--- src/rtl/lenet_pkg.sv ---
// Shared constants and types for the LeNet pooled-map reader.
package lenet_pkg;

    localparam int DATA_WIDTH = 12;
    localparam int MAP_DIM    = 5;
    localparam int MAP_SIZE   = MAP_DIM * MAP_DIM;

    typedef enum logic [1:0] {
        IDLE  = 2'd0,
        READ  = 2'd1,
        DRAIN = 2'd2,
        DONE  = 2'd3
    } rd_state_t;

    // Linear element offset of (row, col); row runs fastest, so this walks 0,1,2,...
    function automatic logic [4:0] elem_offset(input logic [2:0] row, input logic [2:0] col, input int dim);
        return {2'b00, row} + 5'({2'b00, col} * 5'(dim));
    endfunction

endpackage

--- src/rtl/pool_buffer_reader_if.sv ---
// Control, buffer-read and FC-stream signals of the pooled-map reader.
interface pool_buffer_reader_if #(
    parameter int DATA_WIDTH = 12,
    parameter int ADDR_WIDTH = 8
);
    logic                  start;
    logic [ADDR_WIDTH-1:0] base_position;
    logic [ADDR_WIDTH-1:0] L4_output_read_addr;
    logic                  L4_output_rd_en;
    logic [DATA_WIDTH-1:0] L4_output_dout;
    logic                  m_valid;
    logic                  m_ready;
    logic [DATA_WIDTH-1:0] m_data;
    logic [4:0]            m_index;
    logic                  m_last;
    logic                  busy;
    logic                  read_done;

    // Reader side
    modport slave (
        input  start, base_position, L4_output_dout, m_ready,
        output L4_output_read_addr, L4_output_rd_en, m_valid, m_data, m_index, m_last, busy, read_done
    );

    // Controller / buffer / consumer side
    modport master (
        output start, base_position, L4_output_dout, m_ready,
        input  L4_output_read_addr, L4_output_rd_en, m_valid, m_data, m_index, m_last, busy, read_done
    );
endinterface

--- src/rtl/pool_rd_fifo.sv ---
// Two-entry FIFO holding returned buffer words until the FC stream takes them.
module pool_rd_fifo #(
    parameter int WIDTH = 18
) (
    input  logic             clk,
    input  logic             rst,
    input  logic             i_push,
    input  logic             i_pop,
    input  logic [WIDTH-1:0] i_data,
    output logic [WIDTH-1:0] o_data,
    output logic [1:0]       o_count,
    output logic             o_full,
    output logic             o_empty
);
    logic [WIDTH-1:0] r_mem [0:1];
    logic             r_wr_ptr;
    logic             r_rd_ptr;
    logic [1:0]       r_count;
    logic             w_do_push;
    logic             w_do_pop;

    // Qualify push/pop; a push into a full FIFO is only taken alongside a pop
    always_comb begin
        w_do_pop  = i_pop && (r_count != 2'd0);
        w_do_push = i_push && ((r_count != 2'd2) || w_do_pop);
    end

    // Storage, pointers and occupancy
    always_ff @(posedge clk) begin
        if (rst) begin
            for (int i = 0; i < 2; i++) begin
                r_mem[i] <= {WIDTH{1'b0}};
            end
            r_wr_ptr <= 1'b0;
            r_rd_ptr <= 1'b0;
            r_count  <= 2'd0;
        end else begin
            if (w_do_push) begin
                r_mem[r_wr_ptr] <= i_data;
                r_wr_ptr        <= ~r_wr_ptr;
            end
            if (w_do_pop) begin
                r_rd_ptr <= ~r_rd_ptr;
            end
            case ({w_do_push, w_do_pop})
                2'b10:   r_count <= r_count + 2'd1;
                2'b01:   r_count <= r_count - 2'd1;
                default: r_count <= r_count;
            endcase
        end
    end

    // Head word reads as zero while empty so the stream outputs idle at zero
    always_comb begin
        if (r_count == 2'd0) begin
            o_data = {WIDTH{1'b0}};
        end else begin
            o_data = r_mem[r_rd_ptr];
        end
    end

    assign o_count = r_count;
    assign o_full  = (r_count == 2'd2);
    assign o_empty = (r_count == 2'd0);

endmodule

--- src/rtl/pool_buffer_reader.sv ---
// Streams one MAP_DIM x MAP_DIM pooled map from the L4 output buffer to the FC layer.
// Reads are throttled so that FIFO contents plus the read returning on dout never
// exceed two words, which lets a one-cycle-latency buffer sustain one beat per cycle.
module pool_buffer_reader #(
    parameter int DATA_WIDTH = lenet_pkg::DATA_WIDTH,
    parameter int ADDR_WIDTH = 8,
    parameter int MAP_DIM    = lenet_pkg::MAP_DIM
) (
    input  logic                 clk,
    input  logic                 rst,
    pool_buffer_reader_if.slave  bus
);
    import lenet_pkg::*;

    localparam int MAP_SZ = MAP_DIM * MAP_DIM;
    localparam int FW     = DATA_WIDTH + 6;   // {last, index[4:0], data}

    rd_state_t             r_state;
    logic [ADDR_WIDTH-1:0] r_base;
    logic [2:0]            r_row;
    logic [2:0]            r_col;
    logic [4:0]            r_ret_idx;
    logic                  r_armed;
    logic                  r_rd_dly;
    logic                  r_busy;
    logic                  r_read_done;

    logic [FW-1:0]         w_push_data;
    logic [FW-1:0]         w_head;
    logic [1:0]            w_count;
    logic                  w_full;
    logic                  w_empty;
    logic                  w_pop;
    logic                  w_issue;
    logic                  w_last_issue;
    logic [2:0]            w_occ;
    logic [ADDR_WIDTH-1:0] w_rd_addr;

    // Read issue: occupancy after this cycle's pop plus the word on dout must stay below two
    always_comb begin
        w_pop        = !w_empty && bus.m_ready;
        w_occ        = {1'b0, w_count} + {2'b00, r_rd_dly} - {2'b00, w_pop};
        w_last_issue = (r_row == 3'(MAP_DIM - 1)) && (r_col == 3'(MAP_DIM - 1));
        if (!rst && (r_state == READ) && r_armed && (w_occ < 3'd2) && !(w_full && !w_pop)) begin
            w_issue = 1'b1;
        end else begin
            w_issue = 1'b0;
        end
        if (w_issue) begin
            w_rd_addr = r_base + ADDR_WIDTH'(elem_offset(r_row, r_col, MAP_DIM));
        end else begin
            w_rd_addr = {ADDR_WIDTH{1'b0}};
        end
    end

    assign w_push_data = {(r_ret_idx == 5'(MAP_SZ - 1)), r_ret_idx, bus.L4_output_dout};

    pool_rd_fifo #(.WIDTH(FW)) u_fifo (
        .clk     (clk),
        .rst     (rst),
        .i_push  (r_rd_dly),
        .i_pop   (w_pop),
        .i_data  (w_push_data),
        .o_data  (w_head),
        .o_count (w_count),
        .o_full  (w_full),
        .o_empty (w_empty)
    );

    // Sequencer: start latch, read walk, drain of the final beat and completion pulse
    always_ff @(posedge clk) begin
        if (rst) begin
            r_state     <= IDLE;
            r_base      <= {ADDR_WIDTH{1'b0}};
            r_row       <= 3'd0;
            r_col       <= 3'd0;
            r_ret_idx   <= 5'd0;
            r_armed     <= 1'b0;
            r_rd_dly    <= 1'b0;
            r_busy      <= 1'b0;
            r_read_done <= 1'b0;
        end else begin
            r_rd_dly    <= w_issue;
            r_read_done <= 1'b0;
            if (r_rd_dly) begin
                r_ret_idx <= r_ret_idx + 5'd1;
            end
            case (r_state)
                IDLE: begin
                    if (bus.start) begin
                        r_base    <= bus.base_position;
                        r_row     <= 3'd0;
                        r_col     <= 3'd0;
                        r_ret_idx <= 5'd0;
                        r_armed   <= 1'b0;
                        r_busy    <= 1'b1;
                        r_state   <= READ;
                    end else begin
                        r_state <= IDLE;
                    end
                end
                READ: begin
                    // One settling cycle after start before the first read goes out
                    r_armed <= 1'b1;
                    if (w_issue) begin
                        if (r_row == 3'(MAP_DIM - 1)) begin
                            r_row <= 3'd0;
                            r_col <= r_col + 3'd1;
                        end else begin
                            r_row <= r_row + 3'd1;
                        end
                        if (w_last_issue) begin
                            r_state <= DRAIN;
                        end
                    end
                end
                DRAIN: begin
                    if (w_pop && w_head[FW-1]) begin
                        r_busy      <= 1'b0;
                        r_read_done <= 1'b1;
                        r_state     <= DONE;
                    end
                end
                DONE: begin
                    r_state <= IDLE;
                end
                default: begin
                    r_state <= IDLE;
                end
            endcase
        end
    end

    assign bus.L4_output_rd_en     = w_issue;
    assign bus.L4_output_read_addr = w_rd_addr;
    assign bus.m_valid             = !w_empty;
    assign bus.m_data              = w_head[DATA_WIDTH-1:0];
    assign bus.m_index             = w_head[DATA_WIDTH+4:DATA_WIDTH];
    assign bus.m_last              = w_head[FW-1];
    assign bus.busy                = r_busy;
    assign bus.read_done           = r_read_done;

endmodule

--- src/flat_wrapper.sv ---
// flat-port wrapper written by rule: the top's interface ports become plain ports
module pool_buffer_reader_flat import lenet_pkg::*;
#(
    parameter int DATA_WIDTH = lenet_pkg::DATA_WIDTH,
    parameter int ADDR_WIDTH = 8,
    parameter int MAP_DIM    = lenet_pkg::MAP_DIM
)
  (clk, rst, bus_start, bus_base_position, bus_L4_output_dout, bus_m_ready, bus_L4_output_read_addr, bus_L4_output_rd_en, bus_m_valid, bus_m_data, bus_m_index, bus_m_last, bus_busy, bus_read_done);
  pool_buffer_reader_if #(.DATA_WIDTH(DATA_WIDTH), .ADDR_WIDTH(ADDR_WIDTH)) bus_i ();
  input  logic clk;
  input  logic rst;
  input wire logic [$bits(bus_i.start)-1:0] bus_start;
  input wire logic [$bits(bus_i.base_position)-1:0] bus_base_position;
  input wire logic [$bits(bus_i.L4_output_dout)-1:0] bus_L4_output_dout;
  input wire logic [$bits(bus_i.m_ready)-1:0] bus_m_ready;
  output wire logic [$bits(bus_i.L4_output_read_addr)-1:0] bus_L4_output_read_addr;
  output wire logic [$bits(bus_i.L4_output_rd_en)-1:0] bus_L4_output_rd_en;
  output wire logic [$bits(bus_i.m_valid)-1:0] bus_m_valid;
  output wire logic [$bits(bus_i.m_data)-1:0] bus_m_data;
  output wire logic [$bits(bus_i.m_index)-1:0] bus_m_index;
  output wire logic [$bits(bus_i.m_last)-1:0] bus_m_last;
  output wire logic [$bits(bus_i.busy)-1:0] bus_busy;
  output wire logic [$bits(bus_i.read_done)-1:0] bus_read_done;
  assign bus_i.start = bus_start;
  assign bus_i.base_position = bus_base_position;
  assign bus_i.L4_output_dout = bus_L4_output_dout;
  assign bus_i.m_ready = bus_m_ready;
  assign bus_L4_output_read_addr = bus_i.L4_output_read_addr;
  assign bus_L4_output_rd_en = bus_i.L4_output_rd_en;
  assign bus_m_valid = bus_i.m_valid;
  assign bus_m_data = bus_i.m_data;
  assign bus_m_index = bus_i.m_index;
  assign bus_m_last = bus_i.m_last;
  assign bus_busy = bus_i.busy;
  assign bus_read_done = bus_i.read_done;
  pool_buffer_reader #(.DATA_WIDTH(DATA_WIDTH), .ADDR_WIDTH(ADDR_WIDTH), .MAP_DIM(MAP_DIM)) u_core (.clk(clk), .rst(rst), .bus(bus_i));
endmodule
--- config.mk ---
export PLATFORM = sky130hd
export DESIGN_NAME = pool_buffer_reader_flat
export DESIGN_NICKNAME = d
export VERILOG_FILES = /design/src/rtl/lenet_pkg.sv /design/src/rtl/pool_buffer_reader_if.sv /design/src/rtl/pool_rd_fifo.sv /design/src/rtl/pool_buffer_reader.sv /design/src/flat_wrapper.sv
export SDC_FILE = /design/constraint.sdc
export NUM_CORES = 1
export LEC_CHECK = 0
export BUFFER_PORTS_ARGS = -buffer_cell sky130_fd_sc_hd__buf_2
export CAP_MARGIN = 15
export CELL_PAD_IN_SITES_DETAIL_PLACEMENT = 0
export CELL_PAD_IN_SITES_GLOBAL_PLACEMENT = 1
export CORE_AREA = 2 2 111 113
export CTS_BUF_LIST = sky130_fd_sc_hd__clkbuf_8
export DETAILED_ROUTE_END_ITERATION = 10
export DIE_AREA = 0 0 113 115
export PLACE_DENSITY = 0.57
export SYNTH_ARGS = -nofsm -noshare
export SYNTH_HDL_FRONTEND = slang
export SYNTH_SLANG_ARGS = --single-unit
--- constraint.sdc ---
create_clock -name clk -period 4.5 [get_ports clk]
set_input_delay 0.225 -clock clk [delete_from_list [all_inputs] [get_ports clk]]
set_output_delay 0.225 -clock clk [all_outputs]
set_load 0.05 [all_outputs]
---- Word level (Yosys, flattened, before mapping) ----
Memories as Yosys holds them, arrays and structs flattened. A register that Yosys moved wholly into a read port is not among the register bits.
Index checks and enable logic that the tools add are counted.
storage, ports and cells
  register bits ........................... 29
  logic and storage cells ................. 106
  memories kept ........................... 1
  RAM bits ................................ 36
memories
  memory               words  width  rd ports  clocked after memory_dff  write ports  line                text
  u_core.u_fifo.r_mem  2      18     1         1                         2            pool_rd_fifo.sv:15  logic [WIDTH-1:0] r_mem [0:1];
operators by class
  muxes and demuxes ....................... 35
  equal/unequal tests ..................... 15
  bitwise logic cells ..................... 3
  $lt $le $gt $ge ......................... 1
  $add $sub $neg .......................... 9
  multiply operators ...................... 1
  reduce and logical (&&, ||, !) cells .... 29
operators with widths
  cell                   count
  $mux W18               2
  $reduce_or A18 Y1      1
  $mux W1                15
  $mux W3                5
  $mux W5                3
  $pmux W3 S2            2
  $logic_and A1 B1 Y1    10
  $reduce_and A3 Y1      3
  $add A8 B5 Y8          1
  $eq A2 B2 Y1 const B   4
  $mux W8                1
  $ne A2 B2 Y1 const B   4
  $pmux W2 S4            1
  $reduce_bool A2 Y1     4
  $add A3 B1 Y3 const B  2
  $eq A3 B3 Y1 const B   2
  $mux W2                3
  $add A3 B5 Y5          1
  $add A5 B1 Y5 const B  1
  $eq A5 B5 Y1 const B   1
  $mul A3 B3 Y5 const B  1
  $eq A2 B1 Y1 const B   2
  $logic_not A1 Y1       4
  $logic_not A2 Y1       2
  other kinds (13)       18

---- Logic depth before layout (Yosys ltp) ----
Gate-level depths: netlist of run 1.
  word-level depth ........................ 11
  gate-level depth with buffers ........... 12
  mapped depth without buffers ............ 12

---- Modules after synthesis ----
A second synthesis of run 1 with hierarchy kept.
second synthesis, totals
  cell total of the unflattened synthesis .. 342
  area, all modules ....................... 3,580.9 µm²
by module, submodules not included
  module              area an instance (µm²)  times used  cells each
  pool_rd_fifo        1,904.3                 1           146
  pool_buffer_reader  1,676.6                 1           196

---- Worst setup path after synthesis of run 1 ----
No wires, ideal clock.
  path type ............................... reg2out
  start ................................... register u_core.u_fifo.r_count[1], in the netlist u_core.u_fifo.o_count[1]
  end ..................................... output port bus_L4_output_read_addr[2]
  path slack .............................. 0.518 ns
  arrival ................................. 3.757 ns
  path buffers ............................ 1
  stages on the path, launching flop included .. 12
  required time ........................... 4.275 ns
  path through ............................ dfxtp_1 > buf_2 > nor2_2 > inv_1 > and2_1 > ha_1 > nand2b_1 > fa_1 > and3b_1 > o21a_1 > nand2_1 > nor3_1
between the ends
  word-level cells in the longest chain between the ends .. 9
ends and longest elaborated chain
  element                                                         line                                                text
  start, declared                                                 pool_rd_fifo.sv:18                                  logic [1:0] r_count;
  start signal, assigned                                          pool_rd_fifo.sv:46                                  2'b10: r_count <= r_count + 2'd1;
  start signal, assigned                                          pool_rd_fifo.sv:47                                  2'b01: r_count <= r_count - 2'd1;
  start signal, assigned                                          pool_rd_fifo.sv:48                                  default: r_count <= r_count;
  $logic_not A2 Y1 (*)                                            pool_rd_fifo.sv:64                                  assign o_empty = (r_count == 2'd0);
  $logic_not A1 Y1 (*)                                            --
  via bus_m_valid                                                 flat_wrapper.sv:18                                  output wire logic [$bits(bus_i.m_valid)-1:0] bus_m_valid;
  $logic_and A1 B1 Y1 (*)                                         pool_buffer_reader.sv:41                            w_pop = !w_empty && bus.m_ready;
  $sub A3 B1 Y3 / $logic_not A1 Y1 (equally long branches)        pool_buffer_reader.sv:42, pool_buffer_reader.sv:44
  $lt A3 B2 Y1 / $logic_and A1 B1 Y1 (equally long branches)      pool_buffer_reader.sv:44                            if (!rst && (r_state == READ) && r_armed && (w_occ < 3'd2) && !(w_full && !w_pop)) begin
  $logic_and A1 B1 Y1 / $logic_not A1 Y1 (equally long branches)  pool_buffer_reader.sv:44
  $logic_and A1 B1 Y1 (*)                                         pool_buffer_reader.sv:44
  $mux W1 (*)                                                     pool_buffer_reader.sv:44
  $mux W8 (*)                                                     pool_buffer_reader.sv:49                            if (w_issue) begin
  end, declared                                                   flat_wrapper.sv:16                                  output wire logic [$bits(bus_i.L4_output_read_addr)-1:0] bus_L4_output_read_addr;
The timed path passes the listed nets; every way through them passes the cells marked *.

---- Final worst setup path of run 1 ----
  start ................................... register u_core.u_fifo.r_count[0], in the netlist u_core.u_fifo.o_count[0]
  end ..................................... output port bus_L4_output_read_addr[2]
between the ends
  word-level cells in the longest chain between the ends .. 9
ends and longest elaborated chain
  element                                                line
  branches (longest 6 deep; another with $add A2 B1 Y3)  --
  $logic_and A1 B1 Y1 (*)                                pool_buffer_reader.sv:44
  $mux W1 (*)                                            pool_buffer_reader.sv:44
  $mux W8 (*)                                            pool_buffer_reader.sv:49
Mark *: on every way between the ends.

==> results of run 1 <==
[how the worst min path moves through the flow]
stage                               from                to  slack (ps)  cells past startpoint
floorplan           bus_base_position[0]  u_core.r_base[0]         360                      2
global route        bus_base_position[1]  u_core.r_base[1]         120                      3
finish              bus_base_position[2]  u_core.r_base[2]         120                      3
CTS                 bus_base_position[3]  u_core.r_base[3]         100                      3
detailed placement      u_core.r_base[4]  u_core.r_base[4]         460                      2
global placement        u_core.r_base[4]  u_core.r_base[4]         450                      2
[cells in the final DEF, fill, tap and decap left out, drive strengths merged, types with 2 or more instances in the layout]
master	instances
clkinv	3
xnor2	5
a21oi	19
edfxtp	36
inv	20
nand4	4
nand2	27
nor3	8
a21o	2
nand3	2
ha	23
fa	3
o31ai	2
dfxtp	30
buf	57
bufinv	2
nor2b	2
nor2	43
a22o	2
and2	32
nor4	3
o21ai	11
clkbuf	10
a211oi	3
xor2	8
o21bai	2
nand2b	6
mux2i	22
[layout make-up]
type | count | area share (%)
clock buffer | 10 | 3.33
clock inverter | 6 | 2.18
inverter | 20 | 1.82
multi-input combinational | 244 | 40.4
sequential | 66 | 40.7
tap | 147 | 4.45
timing repair buffer | 57 | 7.15
[through the flow]
step / power [mW] / area, sq um / hold slack, ps
6_report: 1.54 / 4130 / 124
5_1_grt: 1.63 / 4130 / 118
4_1_cts: 1.57 / 4130 / 105
3_5_place_dp: 0.997 / 3900 / 456
3_3_place_gp: 0.995 / 3900 / 449
2_1_floorplan: 0.922 / 3480 / 361
[tightest hold or removal path, cell delays in order]
cell	delay [ps]
buf_2	90
nand2_1	50
a21oi_1	50
[power by group through the flow]
stage	clock network, mW	registers [mW]	logic, mW
floorplan	0	0.723	0.199
global placement	0	0.718	0.277
detailed placement	0	0.719	0.278
CTS	0.581	0.705	0.281
global route	0.607	0.712	0.313
finish	0.560	0.704	0.275
[cell families (layout without fill, tap and decap cells)]
kind of cell	after synthesis	after routing	share of synthesized area, %
muxes	23	23	6.65
DFF	66	66	48.3
adders and majority gates	26	26	9.99
and+or+nand+nor	135	135	19.5
AOI/OAI and AO/OA	47	47	8.33
xor gates and xnor gates	13	13	3.27
buffers and inverters	35	93	4.02
[metal layers]
metal,track usage [%],share of wire [%],wire length (um),vias up
met5,0,0,0,-
met3,2.90,4.7,339,9
met2,22.1,50,3620,54
met1,13.5,44,3160,1136
li1,-,-,-,1294
met4,5.04,1.5,110,0
[state kept, by name (all words and copies together) (netlist names), 2 cells and up, named ones only]
signal,cells
u_core.r_col,3
u_core.r_row,3
u_core.r_base,8
u_core.u_fifo.o_count,2
u_core.r_state,2
u_core.u_fifo.r_mem,36
u_core.r_ret_idx,5
==> reports/summary.txt, run 1 <==
Number of synthesized flops with an enable pin - 36
Fin Clk Skew - 8.49 ps
P per Cell Area - 373 mW/mm^2
Dpl hpwl - 5.12 mm
Pint - 1.10 mW
Routed Antenna Nets - 0
Final Util - 35.0%
Synth top cells by count - nor2_1 (42), edfxtp_1 (36), and2_1 (32), dfxtp_1 (30), nand2_1 (27)
Clock Power Share - 36.4%
Fmax - 271 MHz
Rows - 40
Async SR Flop Fraction - 0%
First-pass GRT wire length - 12.3 mm
Synth warn - 0
Hold_buf cts - 0
Critical Path Stages - 12
Max cap viols - 0
Post-synth net total - 395
Count of pins over their slew limit - 0
Reg power frac - 45.8%
Grt total ovfl - 0
TritonCTS clock tree - done
Most area-hungry cell type in the Yosys netlist - edfxtp_1
R2r setup slk - 1300 ps
Net switching power - 0.436 mW
Clk Tree Root Cell - clkbuf_8
Routed length per instance - 13.2 um
Die ar. - 0.0130 sq mm
Placed insts - 534
Mean Syn Cell Area - 10.1 sq um
Count of different cell masters after synthesis - 46
Reg area - 0.00168 sq mm
Post-synthesis cell area - 0.00348 sq mm
Crit. End Element - output pin
Clock buffer depth - 2
Cts repair resizes - 0
Sw Ratio - 28.3%
Fin Setup TNS - 0 ps
Buf/Inv on CP - 3
Max VDD drop - 0.131 mV
Setup bufs post-CTS - 0
Share of the synthesized area in the top cell type - 31.0%
First-pass iteration count of the detailed router - 7
Setup Slack @ Placement - 1120 ps
Crit path cell chain - nor2_2 > buf_4 > inv_1 > and2_1 > ha_1 > nand2b_1 > fa_1 > and3b_1 > o21a_1 > nand2_1 > nor3_1 > buf_2
Top-Level Pins - 54
Capturing point of the worst reg2reg path - u_core.r_col[2]
Cell family with most CP delay - simple AND/OR/NAND/NOR gates
Total Routed Length - 7.24 mm
Worst Setup SP - u_core.u_fifo.o_count[0]
Initial antenna violation count - 0
Fillers - 1,262
Height of the chip - 115 um
PnR worst setup slack - 809 ps
Clock-pin slew on the worst setup and hold paths - 70 ps
Share of cells above drive strength 1 - 19.6%
Crit Path Class - reg2out
Max-Slew Margin vs Limit - 39.0%
Synth area leaders - edfxtp_1 (31%), dfxtp_1 (17%), ha_1 (8.3%)
Ys flop type - edfxtp_1
Largest net degree at the start of global routing - 33
Register area share after synthesis - 48.3%
Number of vias in the routed layout - 2,493
CTS sink cnt - 66
Worst path slowest cell - fa_1
Vias in the first global route - 2,600
RSZ-0062 raised after global routing - no
DRT iter0 DRCs - 79
Multi-input gate area - 0.00167 sq mm
CTS Buf Count - 9
Comb pwr share - 17.9%
Slew @ Worst Pin - 911 ps
Routability cong. - 0.739
Initial cell density of the core - 29.5%
Run status - finished, violations left
Core area - 0.0118 sq mm
Worst skew pair latency - 340 ps
P&R area growth vs syn - 18.6%
Crit-path max FO - 19
Crit path DAT - 3470 ps
Setup Viol. Count Final - 0
Final non-filler cell total - 550
Vias/cell - 4.53
Cells after Synth - 345
Min Tclk post-route - 3690 ps
CTS H-tree lvls - 3
Failing checks - DRC
Worst Path Required - 4280 ps
Count leader, synth - nor2_1
Fin. Hold Viols - 0
Worst setup endpoint - bus_L4_output_read_addr[2]
Number of diodes - 0
Max incr delay on CP - 480 ps
Nets - 448
Leakage - 1.72 nW
I/O Buffers - 53
Cell depth of the worst flop-to-flop path - 12
DRC - 5
Hold Path Class - in2reg
Die W - 113 um
Global Route Usage Sum - 12.1%
Startpoint Class - flip-flop
Flops & latches, synth - 66
RR Startpoint - u_core.u_fifo.o_count[0]
Tcrit/Tclk final - 82.0%
(Power assumes the default switching activity.)
==> run 2, diff against run 1 <==
Settings changed: ABC_AREA set to 1, CORE_AREA 2 2 111 113 to 2 2 112 114, DIE_AREA 0 0 113 115 to 0 0 114 116, PLACE_DENSITY 0.57 to 0.61.
Clock period 4.5 ns to 3 ns, I/O delays scaled along.
==> run 2 against run 1 <==
  * The run now ends clean
  * Synthesized area rose by 1.2%
  * Register-to-register slack worse by 810 ps
  * Sequential share of layout area decreased by 2.7 points
  * Total power up 73%
  * Non-clock buffer count rose by 11
  * Critical path depth unchanged
  * Clock skew grew 1.8 ps
  * Synthesized cell count grew 21%
  * Flip-flop and latch count did not move
  * Clock-buffer cell count shrank 1
  * Setup slack worse by 730 ps
  * Worst hold slack worse by 59 ps
  * Critical path type unchanged
==> reports/summary.txt, run 2 <==
Run status - completed
Initial antenna violation count - 0
Met3 WL - 404 um
Clock-pin slew on the worst setup and hold paths - 70 ps
Post-synthesis cell area - 0.00353 sq mm
Initial cell density of the core - 29.6%
Hold_buf cts - 0
Flops & latches, synth - 66
Clock buffer depth - 2
Share of the synthesized area in the top cell type - 30.7%
Number of vias in the routed layout - 2,899
Post-synth net total - 466
Final Util - 37.3%
Number of synthesized flops with an enable pin - 36
RR Startpoint - u_core.u_fifo.o_count[1]
RSZ-0062 raised after global routing - yes
Setup Viol. Count Final - 0
CTS Buf Count - 9
Fin Clk Skew - 10.3 ps
Fmax - 342 MHz
Final Cell Area - 0.00444 sq mm
Max-Slew Margin vs Limit - 45.2%
Met2 wire length - 3.97 mm
Adder-cell share of the synthesized area - 9.87%
Routed length per instance - 12.9 um
TritonCTS clock tree - done
Count of pins over their slew limit - 0
Hold-critical path depth - 3
Ys flop type - edfxtp_1
Number of diodes - 0
Slew @ Worst Pin - 821 ps
Dpl hpwl - 5.41 mm
Most frequent cells in the layout - nand2_1 (85), nor2_1 (63), inv_1 (49)
P per Cell Area - 601 mW/mm^2
Fillers - 1,260
Largest family of logic cells by synthesized area - simple AND/OR/NAND/NOR gates
Routability cong. - 0.786
DRC - 0
Total Routed Length - 8.20 mm
Compound-Gate Fraction of Synth Area - 8.73%
Max VDD drop - 0.335 mV
CP most frequent cell - nor2_4
Nets - 532
Core area - 0.0119 sq mm
Top flop regs - u_core.u_fifo.r_mem (36), u_core.r_base (8), u_core.r_ret_idx (5)
Vias/cell - 4.57
Min Tclk post-route - 2920 ps
DP Area - 0.00399 sq mm
Crit Path Class - reg2out
Synth area leaders - edfxtp_1 (31%), dfxtp_1 (17%), nand2_1 (9.4%)
Count of different cell masters after synthesis - 32
Die ar. - 0.0132 sq mm
Cell depth of the worst flop-to-flop path - 13
Crit path cell chain - nor2_2 > nor2_4 > ha_1 > or2_2 > fa_1 > nand2_1 > nor2_4 > nand3_4 > inv_4 > o21ai_1 > a21oi_4 > buf_4
Synth Area in XOR/XNOR - 1.74%
Top reg by flops - u_core.u_fifo.r_mem
Worst Path Required - 2850 ps
HP Start - bus_base_position[0]
Largest net degree at the start of global routing - 22
Max incr delay on CP - 490 ps
Async SR Flop Fraction - 0%
Share of cells above drive strength 1 - 25.7%
Top sig layer - met4
I/O Buffers - 53
R2r setup slk - 490 ps
Tcrit/Tclk final - 97.4%
Wl on met1 - 3.69 mm
Worst path slowest cell - fa_1
Startpoint Class - flip-flop
Die W - 114 um
Height of the chip - 116 um
Hold Crit Endpoint - u_core.r_base[0]
Crit. End Element - output pin
Synth warn - 0
CTS sink cnt - 66
Buf/Inv on CP - 2
DRT iter0 DRCs - 94
Synth Area in Simple Gates - 23.7%
Cell family with most CP delay - simple AND/OR/NAND/NOR gates
Synth top cells by count - nand2_1 (88), nor2_1 (67), inv_1 (47), a21oi_1 (38), edfxtp_1 (36)
Top-Level Pins - 54
Commonest non-fill, non-tap cell in the layout - nand2_1
Grt total ovfl - 0
Vias in the first global route - 2,743
Count leader, synth - nand2_1
Hold Path Class - in2reg
Routed Antenna Nets - 0
Rows - 40
Max cap viols - 0
Max reg flops - 36
Most area-hungry cell type in the Yosys netlist - edfxtp_1
First-pass iteration count of the detailed router - 5
Leakage - 1.95 nW
Clk Tree Root Cell - clkbuf_8
Fin. Hold Viols - 0
Mean Syn Cell Area - 8.48 sq um
Register area share after synthesis - 47.7%
Cells after Synth - 416
P&R area growth vs syn - 26.0%
Worst skew pair latency - 350 ps
Global Route Usage Sum - 12.6%
Crit-path max FO - 7
Mux cell area share after synthesis - 0%
First-pass GRT wire length - 13.0 mm
Crit path DAT - 2770 ps
CTS H-tree lvls - 3
Capturing point of the worst reg2reg path - u_core.r_row[1]
## run 2: changes by cell type after synthesis, moves of 5 or more
| cell | previous run | this run |
|---|---|---|
| o21ai_0 | 10 | 17 |
| xor2_1 | 8 | 3 |
| clkbuf_1 | 9 | 3 |
| nand2_2 | 0 | 5 |
| nand2_1 | 27 | 88 |
| nor2_1 | 42 | 67 |
| a21oi_1 | 19 | 38 |
| mux2i_1 | 22 | 0 |
| and2_1 | 32 | 0 |
| inv_1 | 20 | 47 |
| nand3_1 | 2 | 16 |
| nor3_1 | 8 | 3 |
| nand2b_1 | 6 | 0 |
## run 2: routing by layer
layer | up-vias | track usage (%)
met1 | 1349 | 15.0
met3 | 11 | 3.82
met2 | 61 | 21.8
met5 | - | 0
met4 | 0 | 4.15
li1 | 1478 | -
## run 2: how the worst max path moves through the flow
stage | start | end | cells after the start
after CTS | u_core.r_col[2] | bus_L4_output_read_addr[6] | 13
after detailed placement | u_core.r_col[0] | bus_L4_output_read_addr[6] | 13
after global routing | u_core.u_fifo.o_count[1] | bus_L4_output_read_addr[3] | 12
final | u_core.u_fifo.o_count[1] | bus_L4_output_read_addr[3] | 12
after global placement | u_core.r_col[0] | bus_L4_output_read_addr[6] | 13
after floorplan | u_core.u_fifo.o_count[1] | bus_L4_output_read_addr[2] | 12
## run 2: per-stage QoR
| stage | setup slack [ps] | power, mW | TNS (ps) | cells | hold WS (ps) |
|---|---|---|---|---|---|
| 6_report | 78.0 | 2.67 | 0 | 634 | 64.8 |
| 4_1_cts | -29.8 | 2.67 | -29.8 | 631 | 50.4 |
| 2_1_floorplan | 6.61 | 1.59 | 0 | 416 | 317 |
| 3_5_place_dp | 153 | 1.75 | 0 | 613 | 420 |
| 5_1_grt | -37.8 | 2.85 | -104 | 634 | 63.3 |
| 3_3_place_gp | 170 | 1.74 | 0 | 613 | 409 |
## run 2: kinds of logic (layout without fill, tap and decap cells)
family,Yosys count,in the layout
fa+ha+maj,26,26
compound gates,60,60
xor+xnor,7,7
flops,66,66
simple gates,192,192
buf+inv,65,136
## run 2: timing repair
| action | 4_1_cts | 5_1_grt |
|---|---|---|
| pin swaps | 6 | 16 |
| setup endpoints to repair | 8 | 8 |
| hold endpoints to repair | 0 | 0 |
| setup buffers | 2 | 3 |
| gates resized for setup | 19 | 22 |
## run 2: where the power goes
| part | internal [mW] | total (mW) | switching, mW |
|---|---|---|---|
| sequential | 1.03 | 1.08 | 0.0503 |
| combinational | 0.233 | 0.699 | 0.465 |
| clock | 0.546 | 0.887 | 0.341 |
| total | 1.81 | 2.67 | 0.857 |
## run 2: final cells by class
cell class	count	area, sq um	share of cell area, %
multi-input combinational	285	1710	38.5
clock inverter	7	111	2.51
tap	147	184	4.14
clock buffer	9	124	2.79
timing repair buffer	68	420	9.46
sequential	66	1690	38.0
inverter	52	205	4.62
## run 2: tightest hold or removal path, stage by stage
cell     delay (ps)
buf_2            70
o21ai_0          70
nor2_1           80
